<file path="src/rtl/rotator_pkg.sv">
// -----------------------------------------------------------------------------
// rotator_pkg
// Shared definitions for the rotator / rotator_aligner pair on the data path.
//   - state_e       : aligner FSM states (IDLE, SEARCH, DONE)
//   - DEF_WIDTH     : default word width (100 bits)
//   - DEF_MARK_W    : marker field width (8 bits)
//   - DEF_MARKER    : marker value carried in the top MARK_W bits of an
//                     aligned word
//   - ROT_EN_*      : 2-bit rotate-enable encodings, so the transmit-side
//                     rotator and this aligner agree on direction
// -----------------------------------------------------------------------------
package rotator_pkg;

   typedef enum logic [1:0] {
      IDLE   = 2'd0,
      SEARCH = 2'd1,
      DONE   = 2'd2
   } state_e;

   localparam int           DEF_WIDTH  = 100;
   localparam int           DEF_MARK_W = 8;
   localparam logic [7:0]   DEF_MARKER = 8'hA5;

   localparam logic [1:0]   ROT_EN_HOLD  = 2'b00;
   localparam logic [1:0]   ROT_EN_LEFT  = 2'b01;
   localparam logic [1:0]   ROT_EN_RIGHT = 2'b10;

endpackage : rotator_pkg

</file>
<file path="src/rtl/rotator_aligner.sv">
// -----------------------------------------------------------------------------
// rotator_aligner
// Receive-side partner of the left/right rotator. A word arrives rotated left
// by an unknown amount k. The aligner rotates it right one bit per cycle until
// the marker sits in the top MARK_W bits, then reports the aligned word and k.
// If no rotation exposes the marker, it returns the raw word with out_err set.
//
// Ports:
//   clk        in   rising-edge clock
//   reset      in   synchronous, active-high reset
//   in_valid   in   in_data valid
//   in_ready   out  aligner can accept a word (only while idle)
//   in_data    in   rotated word [WIDTH]
//   out_valid  out  result valid, held until out_ready
//   out_ready  in   downstream accepts result
//   out_data   out  aligned word, or raw word on error [WIDTH]
//   out_offset out  recovered left-rotation amount, 0 on error [CNT_W]
//   out_err    out  marker not found at any rotation
// -----------------------------------------------------------------------------
module rotator_aligner
   import rotator_pkg::*;
#(
   parameter int                WIDTH  = DEF_WIDTH,
   parameter int                MARK_W = DEF_MARK_W,
   parameter logic [MARK_W-1:0] MARKER = DEF_MARKER,
   parameter int                CNT_W  = $clog2(WIDTH)
) (
   input  logic             clk,
   input  logic             reset,
   input  logic             in_valid,
   output logic             in_ready,
   input  logic [WIDTH-1:0] in_data,
   output logic             out_valid,
   input  logic             out_ready,
   output logic [WIDTH-1:0] out_data,
   output logic [CNT_W-1:0] out_offset,
   output logic             out_err
);

   // Last rotation tried before declaring the word marker-less.
   localparam logic [CNT_W-1:0] CNT_LAST = CNT_W'(WIDTH - 1);
   localparam logic [CNT_W-1:0] CNT_ONE  = {{(CNT_W-1){1'b0}}, 1'b1};

   state_e             state_q,      state_d;
   logic [WIDTH-1:0]   work_q,       work_d;
   logic [WIDTH-1:0]   raw_q,        raw_d;
   logic [CNT_W-1:0]   cnt_q,        cnt_d;
   logic [WIDTH-1:0]   out_data_q,   out_data_d;
   logic [CNT_W-1:0]   out_offset_q, out_offset_d;
   logic               out_err_q,    out_err_d;
   logic               out_valid_q,  out_valid_d;
   logic               in_ready_q,   in_ready_d;
   logic               marker_hit;

   // Next-state and datapath decode for the search FSM.
   always_comb begin
      state_d      = state_q;
      work_d       = work_q;
      raw_d        = raw_q;
      cnt_d        = cnt_q;
      out_data_d   = out_data_q;
      out_offset_d = out_offset_q;
      out_err_d    = out_err_q;
      marker_hit   = (work_q[WIDTH-1 -: MARK_W] == MARKER);

      case (state_q)
         IDLE: begin
            if (in_valid && in_ready_q) begin
               work_d  = in_data;
               raw_d   = in_data;
               cnt_d   = '0;
               state_d = SEARCH;
            end else begin
               state_d = IDLE;
            end
         end

         SEARCH: begin
            if (marker_hit) begin
               // cnt right-rotations undid exactly cnt left-rotations.
               out_data_d   = work_q;
               out_offset_d = cnt_q;
               out_err_d    = 1'b0;
               state_d      = DONE;
            end else if (cnt_q == CNT_LAST) begin
               out_data_d   = raw_q;
               out_offset_d = '0;
               out_err_d    = 1'b1;
               state_d      = DONE;
            end else begin
               work_d  = {work_q[0], work_q[WIDTH-1:1]};
               cnt_d   = cnt_q + CNT_ONE;
               state_d = SEARCH;
            end
         end

         DONE: begin
            // Result held stable; a new word is accepted only from IDLE,
            // so never in the same cycle as this handshake.
            if (out_ready) begin
               state_d = IDLE;
            end else begin
               state_d = DONE;
            end
         end

         default: begin
            state_d = IDLE;
         end
      endcase

      // Handshake outputs are registered as a decode of the next state.
      in_ready_d  = (state_d == IDLE);
      out_valid_d = (state_d == DONE);
   end

   // State, working registers and registered outputs.
   always_ff @(posedge clk) begin
      if (reset) begin
         state_q      <= IDLE;
         work_q       <= '0;
         raw_q        <= '0;
         cnt_q        <= '0;
         out_data_q   <= '0;
         out_offset_q <= '0;
         out_err_q    <= 1'b0;
         out_valid_q  <= 1'b0;
         in_ready_q   <= 1'b1;
      end else begin
         state_q      <= state_d;
         work_q       <= work_d;
         raw_q        <= raw_d;
         cnt_q        <= cnt_d;
         out_data_q   <= out_data_d;
         out_offset_q <= out_offset_d;
         out_err_q    <= out_err_d;
         out_valid_q  <= out_valid_d;
         in_ready_q   <= in_ready_d;
      end
   end

   assign in_ready   = in_ready_q;
   assign out_valid  = out_valid_q;
   assign out_data   = out_data_q;
   assign out_offset = out_offset_q;
   assign out_err    = out_err_q;

endmodule : rotator_aligner
</file>
<file path="config.mk">
export PLATFORM = sky130hd
export DESIGN_NAME = rotator_aligner
export DESIGN_NICKNAME = d
export VERILOG_FILES = /design/src/rtl/rotator_pkg.sv /design/src/rtl/rotator_aligner.sv
export SDC_FILE = /design/constraint.sdc
export NUM_CORES = 1
export LEC_CHECK = 0
export ABC_AREA = 1
export CAP_MARGIN = 20
export CORE_MARGIN = 8
export CORE_UTILIZATION = 30
export DETAILED_ROUTE_END_ITERATION = 8
export DONT_BUFFER_PORTS = 1
export SYNTH_ARGS = -nofsm -noshare
export SYNTH_HDL_FRONTEND = slang
export SYNTH_SLANG_ARGS = --single-unit
</file>
<file path="constraint.sdc">
create_clock -name clk -period 2 [get_ports clk]
set_input_delay 0.5 -clock clk [delete_from_list [all_inputs] [get_ports clk]]
set_output_delay 0.5 -clock clk [all_outputs]
set_load 0.1 [all_outputs]
</file>
==> flow_metrics.py <==
metrics = {
    "timing": {
        "fin_ws_ps": 144,
        "finalSetupViolCount": 0,
        "finalCritPeriodShare": 0.928,
        "tns_ps": 0,
        "final.min_clock_period_ps": 1860,
        "skew_ps": 23.1,
        "whs_ps": 115,
        "rsz0062_at_grt": "true",
        "fmax_mhz": 539,
        "tightestPinTransition_ps": 760,
        "slew-limit-headroom": 0.491,
        "hold_violations": 0,
        "maxSlewViolCount": 0,
    },
    "clock_network": {
        "clkSinkCount": 319,
        "cts_root_buf": "clkbuf_16",
        "clk_latency_ps": 550,
        "cts_buffer_depth": 3,
        "cts.htree.levels": 2,
        "cts_tree": "done",
        "path_clk_slew_ps": 60,
        "cts_buffers": 38,
    },
    "detailed_routing": {
        "wl_per_cell_um": 15.2,
        "drt_iter0_markers": 1045,
        "met2_length_mm": 19.2,
        "route.detailed.drc": 0,
        "viasPerCell": 4.76,
        "wl_met3_mm": 2.78,
        "vias": 13000,
        "dr.max_layer_used": "met5",
        "antenna_left": 0,
        "dr.pass1.iters": 5,
        "drt-total-wl_mm": 41.6,
        "m1WireLength_mm": 18.4,
    },
    "logic_synthesis": {
        "synth_seq_cells": 319,
        "synthArstFlopShare": 0,
        "syn_nets": 2172,
        "synth_edf_count": 0,
        "synthCells": 2067,
        "ys_warn_count": 0,
        "synth_top_flop_cell": "dfxtp_1",
        "synth_top_area_share": 0.461,
        "synth_area_leader_cell": "dfxtp_1",
        "syn_area_per_cell_sq_um": 6.70,
        "yosysMostFrequentCell": "nor2_1",
        "netlist_top_cells_area": "dfxtp_1 (46%), nor2_1 (17%), o21ai_0 (14%), nand2_1 (9.0%), nand3_1 (4.1%)",
        "synthDistinctLibCells": 27,
        "synth_commonest_cells": "nor2_1 (613), o21ai_0 (375), nand2_1 (332)",
        "syn_area_sq_mm": 0.0138,
        "yosysSeqAreaShare": 0.461,
    },
    "power_and_ir_drop": {
        "finalPower_mw": 16.3,
        "peakVddDrop_mv": 0.679,
        "leakage_nw": 7.47,
        "power_density_mw_per_mm2": 980,
    },
    "finish": {
        "drive_gt1_frac": 0.106,
        "area_growth_pct": 19.8,
        "final_area_sq_mm": 0.0166,
        "final_core_util": 0.365,
        "n_antenna_cell": 0,
        "fill_cells": 4840,
        "nNetsFinal": 2212,
        "layout.cells.non_filler": 2731,
    },
    "setup_path": {
        "required_ps": 2440,
        "cp_max_fo": 23,
        "path_class": "reg2reg",
        "crit_arrival_ps": 2300,
        "worstSetupStartpointType": "flop",
        "cp-end-kind": "flop",
        "ff2ff_path_depth": 10,
    },
    "floorplan": {
        "dieArea_sq_mm": 0.0533,
        "start_util": 0.304,
        "die_width_um": 231,
        "fp.dieH_um": 231,
        "num_rows": 78,
        "io_pins": 214,
        "core_area_sq_mm": 0.0455,
    },
    "placed_design": {
        "gp_congestion": 0.791,
        "dp.cells": 2664,
        "pre_cts_slack_ps": -2.91,
        "portBuffers": 0,
        "dp.final_hpwl_mm": 27.1,
        "placed_area_sq_mm": 0.0153,
    },
    "global_route": {
        "grt_pass1_wl_mm": 66.2,
        "antenna_found_initial": 2,
        "grtUsageTotal": 0.152,
        "grt_pass1_vias": 11900,
        "grt_max_degree": 133,
        "overflow": 0,
    },
    "min_path": {
        "hold_depth": 2,
        "hp-class": "in2reg",
    },
    "run_status": {
        "outcome": "complete, no violations",
    },
    "job": {
        "max_cap_violations": 0,
    },
}
==> where the power goes <==
part | switching (mW) | leakage, nW | total (mW) | internal, mW
clock network | 2.73 | 0.606 | 6.85 | 4.12
logic | 1.53 | 4.25 | 2.36 | 0.823
registers | 0.182 | 2.62 | 7.04 | 6.86
total | 4.45 | 7.47 | 16.3 | 11.8
==> state kept, by name (all words and copies together) (netlist names) <==
register    count
out_err         1
cnt_q           7
out_valid       1
out_data      100
out_offset      7
work_q        100
in_ready        1
state_q         2
raw_q         100
==> kinds of logic (layout without fill, tap and decap cells) <==
group	count (synthesis)	count (layout)	synth area share
adder cells (fa/ha/maj)	1	1	0.000904
AND/OR/NAND/NOR	1072	1072	0.306
XOR/XNOR	1	1	0.000633
flip-flops	319	319	0.461
AO/OA/AOI/OAI	406	406	0.147
buffers and inverters	268	332	0.0845
==> critical path, cell delays in order (launching register included) <==
cell and delay [ps]:
dfxtp_1 380, ha_1 240, nand2_1 70, clkinv_1 60, nand3_1 140, nand3_4 160, buf_12 200, buf_4 250
nand3_1 110, nand2_1 70, nor2_1 40
==> cells in the final DEF (no fill, tap or decap), types with 4 or more instances in the layout <==
| cell | Yosys | routed |
|---|---|---|
| a21oi_1 | 15 | 15 |
| buf_12 | 0 | 24 |
| buf_4 | 8 | 129 |
| clkbuf_1 | 75 | 8 |
| clkbuf_16 | 0 | 38 |
| clkbuf_8 | 0 | 10 |
| dfxtp_1 | 319 | 319 |
| inv_1 | 106 | 105 |
| inv_2 | 6 | 4 |
| nand2_1 | 332 | 331 |
| nand3_1 | 113 | 113 |
| nor2_1 | 613 | 613 |
| o21ai_0 | 375 | 375 |
| o21ai_1 | 15 | 15 |
==> repair_timing <==
action | 4_1_cts | 5_1_grt
endpoints found under the setup margin | 5 | 59
gates resized for setup | 0 | 2
setup buffers | 2 | 0
gates cloned | 0 | 0
hold buffers | 1 | 0
hold endpoints to repair | 15 | 0
pin swaps | 1 | 0
==> cell type report <==
| class | count | area (sq um) | area share |
|---|---|---|---|
| Clock buffer | 56 | 1120 | 0.0674 |
| Clock inverter | 8 | 109 | 0.00656 |
| Inverter | 114 | 450 | 0.0272 |
| Multi-Input combinational cell | 1480 | 6310 | 0.381 |
| Sequential cell | 319 | 6390 | 0.385 |
| Tap cell | 600 | 751 | 0.0453 |
| Timing Repair Buffer | 154 | 1460 | 0.0880 |
==> per-layer routing <==
layer	vias up	track usage
met5	-	0
met4	4	0.0568
met3	78	0.0422
met2	280	0.246
met1	6018	0.190
li1	6607	-
==> worst paths after layout <==
kind	startpoint	endpoint	slack (ps)
setup / recovery	cnt_q[0]	work_q[20]	140
hold / removal	in_data[6]	raw_q[6]	120
setup reg to reg	cnt_q[0]	work_q[20]	140
hold reg to reg	out_offset[1]	out_offset[1]	460
Note: power is estimated with default switching activity, not from simulation.
